==> src/rtl/convolution_ctrl.sv <==
// -----------------------------------------------------------------------------
// convolution_ctrl
//
// Sequencer for a 1-D convolution datapath computing z[k] = sum_i x[i]*h[k-i].
// For each output index k it sweeps i over 0..Nx-1, issues x/h reads only for
// the (i, k-i) pairs that land inside h, lets the MAC absorb the last product,
// then writes the accumulated z[k] and advances k.
//
// Ports
//   clk, rstn          clock, asynchronous active-low reset
//   start              single-cycle request, honoured only while idle
//   size_x, size_y     lengths Nx and Ny, latched at start acceptance
//   addr_x, addr_y     x / h read addresses (i and k-i), valid with rd_en
//   rd_en              read strobe to the x / h memories (1-cycle read latency)
//   mac_en             accumulate current read data (rd_en delayed one cycle)
//   mac_clr            clear the accumulator
//   enh                one-cycle pulse whenever k advances
//   k_idx              current outer index k
//   wr_en, addr_z      write the accumulator into z memory at address k
//   busy               high from start acceptance until completion
//   done               one-cycle completion pulse
//   err                one-cycle pulse together with done when a size is zero
// -----------------------------------------------------------------------------
module convolution_ctrl #(
    parameter int DATA_WIDTH = 5
) (
    input  logic                  clk,
    input  logic                  rstn,
    input  logic                  start,
    input  logic [DATA_WIDTH-1:0] size_x,
    input  logic [DATA_WIDTH-1:0] size_y,
    output logic [DATA_WIDTH-1:0] addr_x,
    output logic [DATA_WIDTH-1:0] addr_y,
    output logic                  rd_en,
    output logic                  mac_en,
    output logic                  mac_clr,
    output logic                  enh,
    output logic [DATA_WIDTH:0]   k_idx,
    output logic                  wr_en,
    output logic [DATA_WIDTH:0]   addr_z,
    output logic                  busy,
    output logic                  done,
    output logic                  err
);

    localparam int KW = DATA_WIDTH + 1;
    localparam int JW = DATA_WIDTH + 2;

    localparam logic [DATA_WIDTH-1:0] I_ONE = 1;
    localparam logic [KW-1:0]         K_ONE = 1;

    typedef enum logic [2:0] {
        S_IDLE,
        S_ERR,
        S_LOAD,
        S_ISSUE,
        S_DRAIN,
        S_WRITE,
        S_DONE
    } state_t;

    state_t                  state_q, state_d;
    logic [DATA_WIDTH-1:0]   nx_q, ny_q;
    logic [KW-1:0]           nz_q;
    logic [KW-1:0]           k_q;
    logic [DATA_WIDTH-1:0]   i_q;
    logic [DATA_WIDTH-1:0]   addr_x_q, addr_y_q;
    logic                    mac_en_q;

    // j = k - i evaluated with one extra bit so that negative values are
    // recognisable through the sign bit.
    logic [JW-1:0]           j_w;
    logic                    j_in_range;
    logic                    last_i;
    logic                    last_k;

    assign j_w        = {1'b0, k_q} - {2'b00, i_q};
    assign j_in_range = !j_w[JW-1] && (j_w < {2'b00, ny_q});
    assign last_i     = (i_q == nx_q - I_ONE);
    assign last_k     = (k_q == nz_q - K_ONE);

    // ---------------------------------------------------------------- state
    always_ff @(posedge clk or negedge rstn) begin
        if (!rstn) begin
            state_q <= S_IDLE;
        end else begin
            state_q <= state_d;
        end
    end

    // ----------------------------------------------------------- next state
    always_comb begin
        state_d = state_q;
        case (state_q)
            S_IDLE: begin
                if (start) begin
                    if ((size_x == '0) || (size_y == '0)) begin
                        state_d = S_ERR;
                    end else begin
                        state_d = S_LOAD;
                    end
                end
            end
            S_ERR:   state_d = S_IDLE;
            S_LOAD:  state_d = S_ISSUE;
            S_ISSUE: state_d = last_i ? S_DRAIN : S_ISSUE;
            // One idle cycle lets mac_en for the final read reach the MAC
            // before the accumulator is sampled.
            S_DRAIN: state_d = S_WRITE;
            S_WRITE: state_d = last_k ? S_DONE : S_ISSUE;
            S_DONE:  state_d = S_IDLE;
            default: state_d = S_IDLE;
        endcase
    end

    // -------------------------------------------------------------- outputs
    always_comb begin
        rd_en   = 1'b0;
        mac_clr = 1'b0;
        wr_en   = 1'b0;
        enh     = 1'b0;
        busy    = 1'b0;
        done    = 1'b0;
        err     = 1'b0;
        case (state_q)
            S_ERR: begin
                done = 1'b1;
                err  = 1'b1;
            end
            S_LOAD: begin
                busy    = 1'b1;
                mac_clr = 1'b1;
            end
            S_ISSUE: begin
                busy  = 1'b1;
                rd_en = j_in_range;
            end
            S_DRAIN: begin
                busy = 1'b1;
            end
            S_WRITE: begin
                // The write samples the accumulator before the clear lands.
                busy    = 1'b1;
                wr_en   = 1'b1;
                mac_clr = 1'b1;
                enh     = !last_k;
            end
            S_DONE: begin
                done = 1'b1;
            end
            default: ;
        endcase
        // Addresses only move on real reads; skipped pairs keep the last one.
        addr_x = rd_en ? i_q : addr_x_q;
        addr_y = rd_en ? j_w[DATA_WIDTH-1:0] : addr_y_q;
    end

    assign mac_en = mac_en_q;
    assign k_idx  = k_q;
    assign addr_z = k_q;

    // ------------------------------------------------------------- datapath
    always_ff @(posedge clk or negedge rstn) begin
        if (!rstn) begin
            nx_q     <= '0;
            ny_q     <= '0;
            nz_q     <= '0;
            k_q      <= '0;
            i_q      <= '0;
            addr_x_q <= '0;
            addr_y_q <= '0;
            mac_en_q <= 1'b0;
        end else begin
            mac_en_q <= rd_en;
            addr_x_q <= addr_x;
            addr_y_q <= addr_y;
            case (state_q)
                S_IDLE: begin
                    if (start) begin
                        nx_q <= size_x;
                        ny_q <= size_y;
                        nz_q <= {1'b0, size_x} + {1'b0, size_y} - K_ONE;
                    end
                end
                S_LOAD: begin
                    k_q <= '0;
                    i_q <= '0;
                end
                S_ISSUE: begin
                    i_q <= i_q + I_ONE;
                end
                S_WRITE: begin
                    i_q <= '0;
                    if (!last_k) begin
                        k_q <= k_q + K_ONE;
                    end
                end
                default: ;
            endcase
        end
    end

endmodule

==> config.mk <==
export PLATFORM = sky130hd
export DESIGN_NAME = convolution_ctrl
export DESIGN_NICKNAME = d
export VERILOG_FILES = /design/src/rtl/convolution_ctrl.sv
export SDC_FILE = /design/constraint.sdc
export NUM_CORES = 1
export LEC_CHECK = 0
export CAP_MARGIN = 25
export CORE_MARGIN = 2
export CORE_UTILIZATION = 55
export CTS_BUF_LIST = sky130_fd_sc_hd__clkbuf_8
export DETAILED_ROUTE_END_ITERATION = 12
export HOLD_SLACK_MARGIN = 0.1
export PLACE_DENSITY = 0.82
export SYNTH_ARGS = -nofsm -noshare
export SYNTH_HDL_FRONTEND = slang
export SYNTH_SLANG_ARGS = --single-unit
==> constraint.sdc <==
create_clock -name clk -period 10.95 [get_ports clk]
set_input_delay 2.19 -clock clk [delete_from_list [all_inputs] [get_ports clk]]
set_output_delay 2.19 -clock clk [all_outputs]
set_load 0.01 [all_outputs]
## After elaboration in Yosys (flattened, before gate mapping)

Cells that the tools add are included.

- Word-level logic and storage cells: 58
- Register bits: 41
- Input bits: 13

- Order comparisons: 1
- Muxes and demuxes: 17
- Equality and inequality tests: 10
- Add/sub/neg operators: 7
- Reductions and logical operators: 14

Operators by type and width:

| cell | number |
|---|---|
| 3-bit one-hot mux with 5 select lines | 1 |
| 6-bit one-hot mux with 2 select lines | 1 |
| 6-bit by 1-bit subtractor with 6-bit output (second input constant) | 2 |
| 5-bit zero test | 2 |
| 5-bit two-way mux | 2 |
| 5-bit one-hot mux with 2 select lines | 1 |
| 3-bit equality test (second input constant) | 3 |
| 3-bit two-way mux | 3 |
| 7-bit by 5-bit less-than comparator with 1-bit output | 1 |
| 1-bit two-way mux | 7 |
| 6-bit by 5-bit subtractor with 7-bit output | 1 |
| 5-bit by 5-bit adder with 6-bit output | 1 |
| 6-bit by 1-bit adder with 6-bit output (second input constant) | 1 |
| 3-bit by 2-bit equality test with 1-bit output (second input constant) | 2 |
| 6-bit equality test | 1 |
| 6-bit two-way mux | 1 |
| 5-bit by 1-bit adder with 5-bit output (second input constant) | 1 |
| 5-bit equality test | 1 |
| 5-bit by 1-bit subtractor with 5-bit output (second input constant) | 1 |
| 2-bit inequality test (second input constant) | 2 |
| 2-bit AND reduction | 2 |
| 2-bit nonzero test | 2 |
| 2-bit OR reduction | 2 |
| 4-bit OR reduction | 1 |
| 6 further kinds | 7 |

## Longest topological paths before layout

- Word-level depth: 5
- Depth in mapped cells: 14
- Gate-level depth less buffers: 13

## Worst setup path before layout

Ideal clock, no wire load.

- Path type: flip-flop to output port
- Start: reg k_q[0] (netlist: addr_z[0])
- End: out addr_x[0]
- Cell stages (with the launch flop): 14
- Buffers on the path: 1
- Arrival: 2.942 ns
- Setup slack: 5.818 ns
- Required time: 8.760 ns
- Cell sequence: dfrtp_1 inv_1 ha_1 inv_1 fa_1 a21oi_1 nor2b_1 nor2_1 xnor2_1 ha_1 or3_1 nor4_1 buf_2 mux2_2

- Word-level cells in the longest chain between the ends: 5
- Elaborated cells on any way between the ends: 6

RTL lines:

| what | line | text |
|---|---|---|
| start: declaration | 65 | `logic [KW-1:0] k_q;` |
| start signal: assignment | 195 | `k_q <= k_q + K_ONE;` |
| 6-bit by 5-bit subtractor with 7-bit output (*) | 77 | `assign j_w = {1'b0, k_q} - {2'b00, i_q};` |
| 7-bit by 5-bit less-than comparator with 1-bit output / 1-bit zero test (equally long branches) | 78 | `assign j_in_range = !j_w[JW-1] && (j_w < {2'b00, ny_q});` |
| 1-bit logical AND (*) | 78 |  |
| 1-bit two-way mux (*) | 125 | `case (state_q)` |
| named net rd_en | 34 | `output logic rd_en,` |
| 5-bit two-way mux (*) | 154 | `addr_x = rd_en ? i_q : addr_x_q;` |
| end: declaration | 32 | `output logic [DATA_WIDTH-1:0] addr_x,` |

The timed path passes the listed nets; every way through them passes the cells marked *.

## Worst setup path in the final report

- Start: reg k_q[0] (netlist: addr_z[0])
- End: out addr_y[3]

- Word-level cells in the longest chain between the ends: 5
- Elaborated cells on any way between the ends: 6

RTL lines:

| what | line | text |
|---|---|---|
| 6-bit by 5-bit subtractor with 7-bit output (*) | 77 |  |
| 7-bit by 5-bit less-than comparator with 1-bit output / 1-bit zero test (equally long branches) | 78 |  |
| 1-bit logical AND | 78 |  |
| 1-bit two-way mux | 125 |  |
| 5-bit two-way mux (*) | 155 | `addr_y = rd_en ? j_w[DATA_WIDTH-1:0] : addr_y_q;` |
| end: declaration | 33 | `output logic [DATA_WIDTH-1:0] addr_y,` |

Mark *: on every way between the ends. The rest lies on a longest branch, timed or not.

==> impl_metrics.csv <==
group,metric,value,unit
status,status,"finished, final reports clean",
global_routing,grt_max_degree,42,
critical_path,cp-endpoint,"addr_y[3]",
clock_tree,cts-root-buf,"clkbuf_8",
pwr,p_comb_share,53.2,%
global_routing,antenna_found_initial,0,
drt,drtAntennaViolNets,0,
clock_tree,cts_tree,"built",
logic_synthesis,synth_edf_count,0,
clock_tree,cts_setup_buffers,0,
pwr,p_int,0.000456,W
critical_path,reg2reg_from,"addr_z[0]$_DFFE_PN0P_",
pwr,ir_worst_vdd,0.0000938,V
drt,drt-pass1-iter-count,4,
critical_path,crit_type,"flip-flop to primary output",
sta,setup_viol,0,
global_routing,grt-ovfl-total,0,
drt,via_count,2115,
die,die_h,73.8,microns
drt,drc_errors,0,
sta,final-hold-violation-count,0,
sta,period_share,54.3,%
final_layout,finish.instance_area,0.00318,sq mm
final_layout,num-fill-cells,402,
sta,skew,7.47,ps
drt,first_iter_violations,132,
sta,rsz0062_at_grt,"no",
critical_path,cp.required,8760,ps
critical_path,startpoint,"addr_z[0]$_DFFE_PN0P_",
placement,place_congestion,0.830,
logic_synthesis,synth_warnings,0,
global_routing,grt_pass1_wl,9.15,mm
pwr,pwr-share-seq,34.5,%
final_layout,syn2layout_area_growth,18.9,%
drt,wl_per_cell,13.8,microns
sta,min_period,5950,ps
clock_tree,numCtsBuffers,5,
drt,via_per_inst,5.40,
placement,port_buffers,42,
clock_tree,cts_buffer_depth,2,
logic_synthesis,avgSynthCellArea,9.30,sq um
critical_path,end_kind,"primary output",
logic_synthesis,yosysSeqAreaShare,38.3,%
clock_tree,cts_sinks,41,
critical_path,start_kind,"flip-flop",
logic_synthesis,synth_top_area_share,38.3,%
pwr,p_sw_share,40.2,%
placement,place_area,0.00310,sq mm
pwr,p_per_area,239,mW/mm^2
logic_synthesis,synth_fp_nets,325,
sta,max_freq,0.168,GHz
placement,dp_hpwl,4.13,mm
clock_tree,clk_pin_slew,80,ps
drt,totalWireLength,5.43,mm
pwr,clockPowerShare,12.3,%
logic_synthesis,yosysTopAreaCell,"dfrtp_1",
global_routing,grt_pass1_vias,1993,
die,core.rowCount,25,
final_layout,finalNetCount,361,
global_routing,grt_usage,22.2,%
die,core-area,0.00472,sq mm
logic_synthesis,synth_ff_type,"dfrtp_1",
run,drv_cap,0,
clock_tree,cts_hold_buf,0,
sta,relSlewSlack,38.9,%
final_layout,num_antenna_cells,0,
sta,final.setup.tns,0,ps
critical_path,r2r-end,"addr_x_q[3]$_DFF_PN0_",
die,die_w,73.8,microns
clock_tree,htreeDepth,2,
logic_synthesis,synth_seq_cells,41,
logic_synthesis,syn_inst,288,
critical_path,worst_ep_arrival_time,3760,ps
logic_synthesis,netlist_area,0.00268,sq mm
die,dieArea,0.00544,sq mm
critical_path,rr_worst_depth,14,
pwr,power_switching,0.000306,W
die,io_pins,43,
critical_path,crit_path_max_fanout,12,
clock_tree,cts_resized,0,
logic_synthesis,synth-async-reset-ratio,100,%
final_layout,drive_above_1_share,8.31,%
critical_path,reg2reg_slack,7850,ps
min_path,hp-class,"flip-flop to flip-flop",
logic_synthesis,yosysUniqueCellTypes,50,
sta,finalMaxSlewViolations,0,
logic_synthesis,synth.area.top_cells,"dfrtp_1 38%, ha_1 10%, inv_1 5.6%",
sta,tightest_slew,916,ps
pwr,leakage,1.48,nW
die,start_util,56.7,%
clock_tree,clk_latency,290,ps
-- per-layer routing --
layer / vias up / track usage [%] / share of wire (%)
met3: 7 / 5.62 / 4.8
li1: 1048 / - / -
met5: - / 0 / 0
met4: 0 / 6.26 / 1.2
met2: 53 / 36.4 / 47
met1: 1007 / 28.9 / 47
-- worst min path at each step --
stage | slack (ps) | endpoint | startpoint | cells past startpoint
after floorplan | 440 | ny_q[0]$_DFFE_PN0P_ | ny_q[0]$_DFFE_PN0P_ | 2
after global placement | 470 | ny_q[0]$_DFFE_PN0P_ | ny_q[0]$_DFFE_PN0P_ | 2
after detailed placement | 470 | ny_q[0]$_DFFE_PN0P_ | ny_q[0]$_DFFE_PN0P_ | 2
after CTS | 490 | ny_q[0]$_DFFE_PN0P_ | ny_q[0]$_DFFE_PN0P_ | 2
after global routing | 520 | addr_x_q[3]$_DFF_PN0_ | addr_x_q[3]$_DFF_PN0_ | 1
final | 490 | ny_q[0]$_DFFE_PN0P_ | ny_q[0]$_DFFE_PN0P_ | 2
-- power by group through the flow --
stage	Sequential, W	Combinational [W]	Clock (W)
floorplan	0.000241	0.000302	0
global route	0.000270	0.000454	0.000104
global placement	0.000261	0.000394	0
finish	0.000263	0.000405	0.0000941
CTS	0.000262	0.000408	0.0000977
detailed placement	0.000265	0.000405	0
-- placed cells by master, fill, tap and decap left out, drive strengths merged, types with 2 or more instances in the layout --
master	netlist	final
nand2b	5	5
fa	2	2
mux2	10	10
nor3	3	3
nor2	9	9
clkbuf	5	5
buf	10	3
a21oi	13	13
a31o	2	2
a2111oi	3	3
or3	8	8
a31oi	2	2
a21boi	2	2
mux2i	4	4
dfrtp	41	41
nand4	3	3
xor2	7	7
a21o	4	4
ha	22	22
xnor2	11	11
nand2	30	30
nor2b	3	3
nor4	4	4
nand3	3	3
clkinv	0	2
nand3b	2	2
clkdlybuf4s50	0	41
o21ai	25	25
inv	40	41
-- stage by stage --
step	setup slack (ps)	power (W)	hold slack [ps]	std cells	util, %
floorplan	5820	0.000543	444	288	-
global placement	5440	0.000655	471	384	65.7
detailed placement	5350	0.000669	469	384	65.7
CTS	5010	0.000767	488	392	67.4
global route	4760	0.000828	517	392	67.4
finish	5000	0.000762	487	392	67.4
-- cell type report --
type                       instances  area (sq um)  share of cell area, %
sequential                        41          1030                   32.2
timing repair buffer              44           430                   13.5
clock buffer                       5          68.8                   2.16
inverter                          40           150                   4.72
multi-input combinational        192          1410                   44.3
clock inverter                     3          13.8                  0.432
tap                               67          83.8                   2.63
-- worst max-delay path, cell delays in order, from the launching register on --
cell and delay, ps:
dfrtp_1 470, inv_1 130, ha_1 150, inv_1 60, fa_1 400, a21oi_1 140, nor2b_1 70, nor2_1 110
xnor2_1 160, ha_1 260, o21ai_0 70, a21oi_1 70, nor4_2 290, buf_4 250, mux2_2 370, clkdlybuf4s50_1 480
-- synthesized netlist by cell type (2+ instances only) --
master / number
a21oi_1: 12
o21ai_1: 3
nand3_1: 3
or3_1: 6
xnor2_1: 11
inv_1: 40
a2111oi_0: 2
buf_6: 2
fa_1: 2
nor2_1: 9
clkbuf_1: 5
mux2_2: 10
nor4_1: 4
nand4_1: 3
buf_2: 2
a31oi_1: 2
nand3b_1: 2
nand2_1: 30
nand2b_1: 5
dfrtp_1: 41
mux2i_1: 4
nor2b_1: 3
a21o_1: 4
buf_4: 6
nor3_1: 3
ha_1: 22
a31o_1: 2
o21ai_0: 22
xor2_1: 7
-- registers in the layout, summed over array words and instances, names as in the netlist --
register  flops
nz_q          6
mac_en        1
ny_q          5
i_q           5
addr_y_q      5
nx_q          5
state_q       3
addr_x_q      5
addr_z        6
-- logic make-up after synthesis --
| family | Yosys count | synth area share, % |
|---|---|---|
| AND/OR/NAND/NOR | 76 | 14.5 |
| AO/OA/AOI/OAI | 60 | 14.6 |
| buffers and inverters | 55 | 9.21 |
| flip-flops | 41 | 38.3 |
| adder cells (fa/ha/maj) | 24 | 11.8 |
| XOR/XNOR | 18 | 5.89 |
| multiplexers | 14 | 5.70 |
Power figures use the tool's default switching activity.
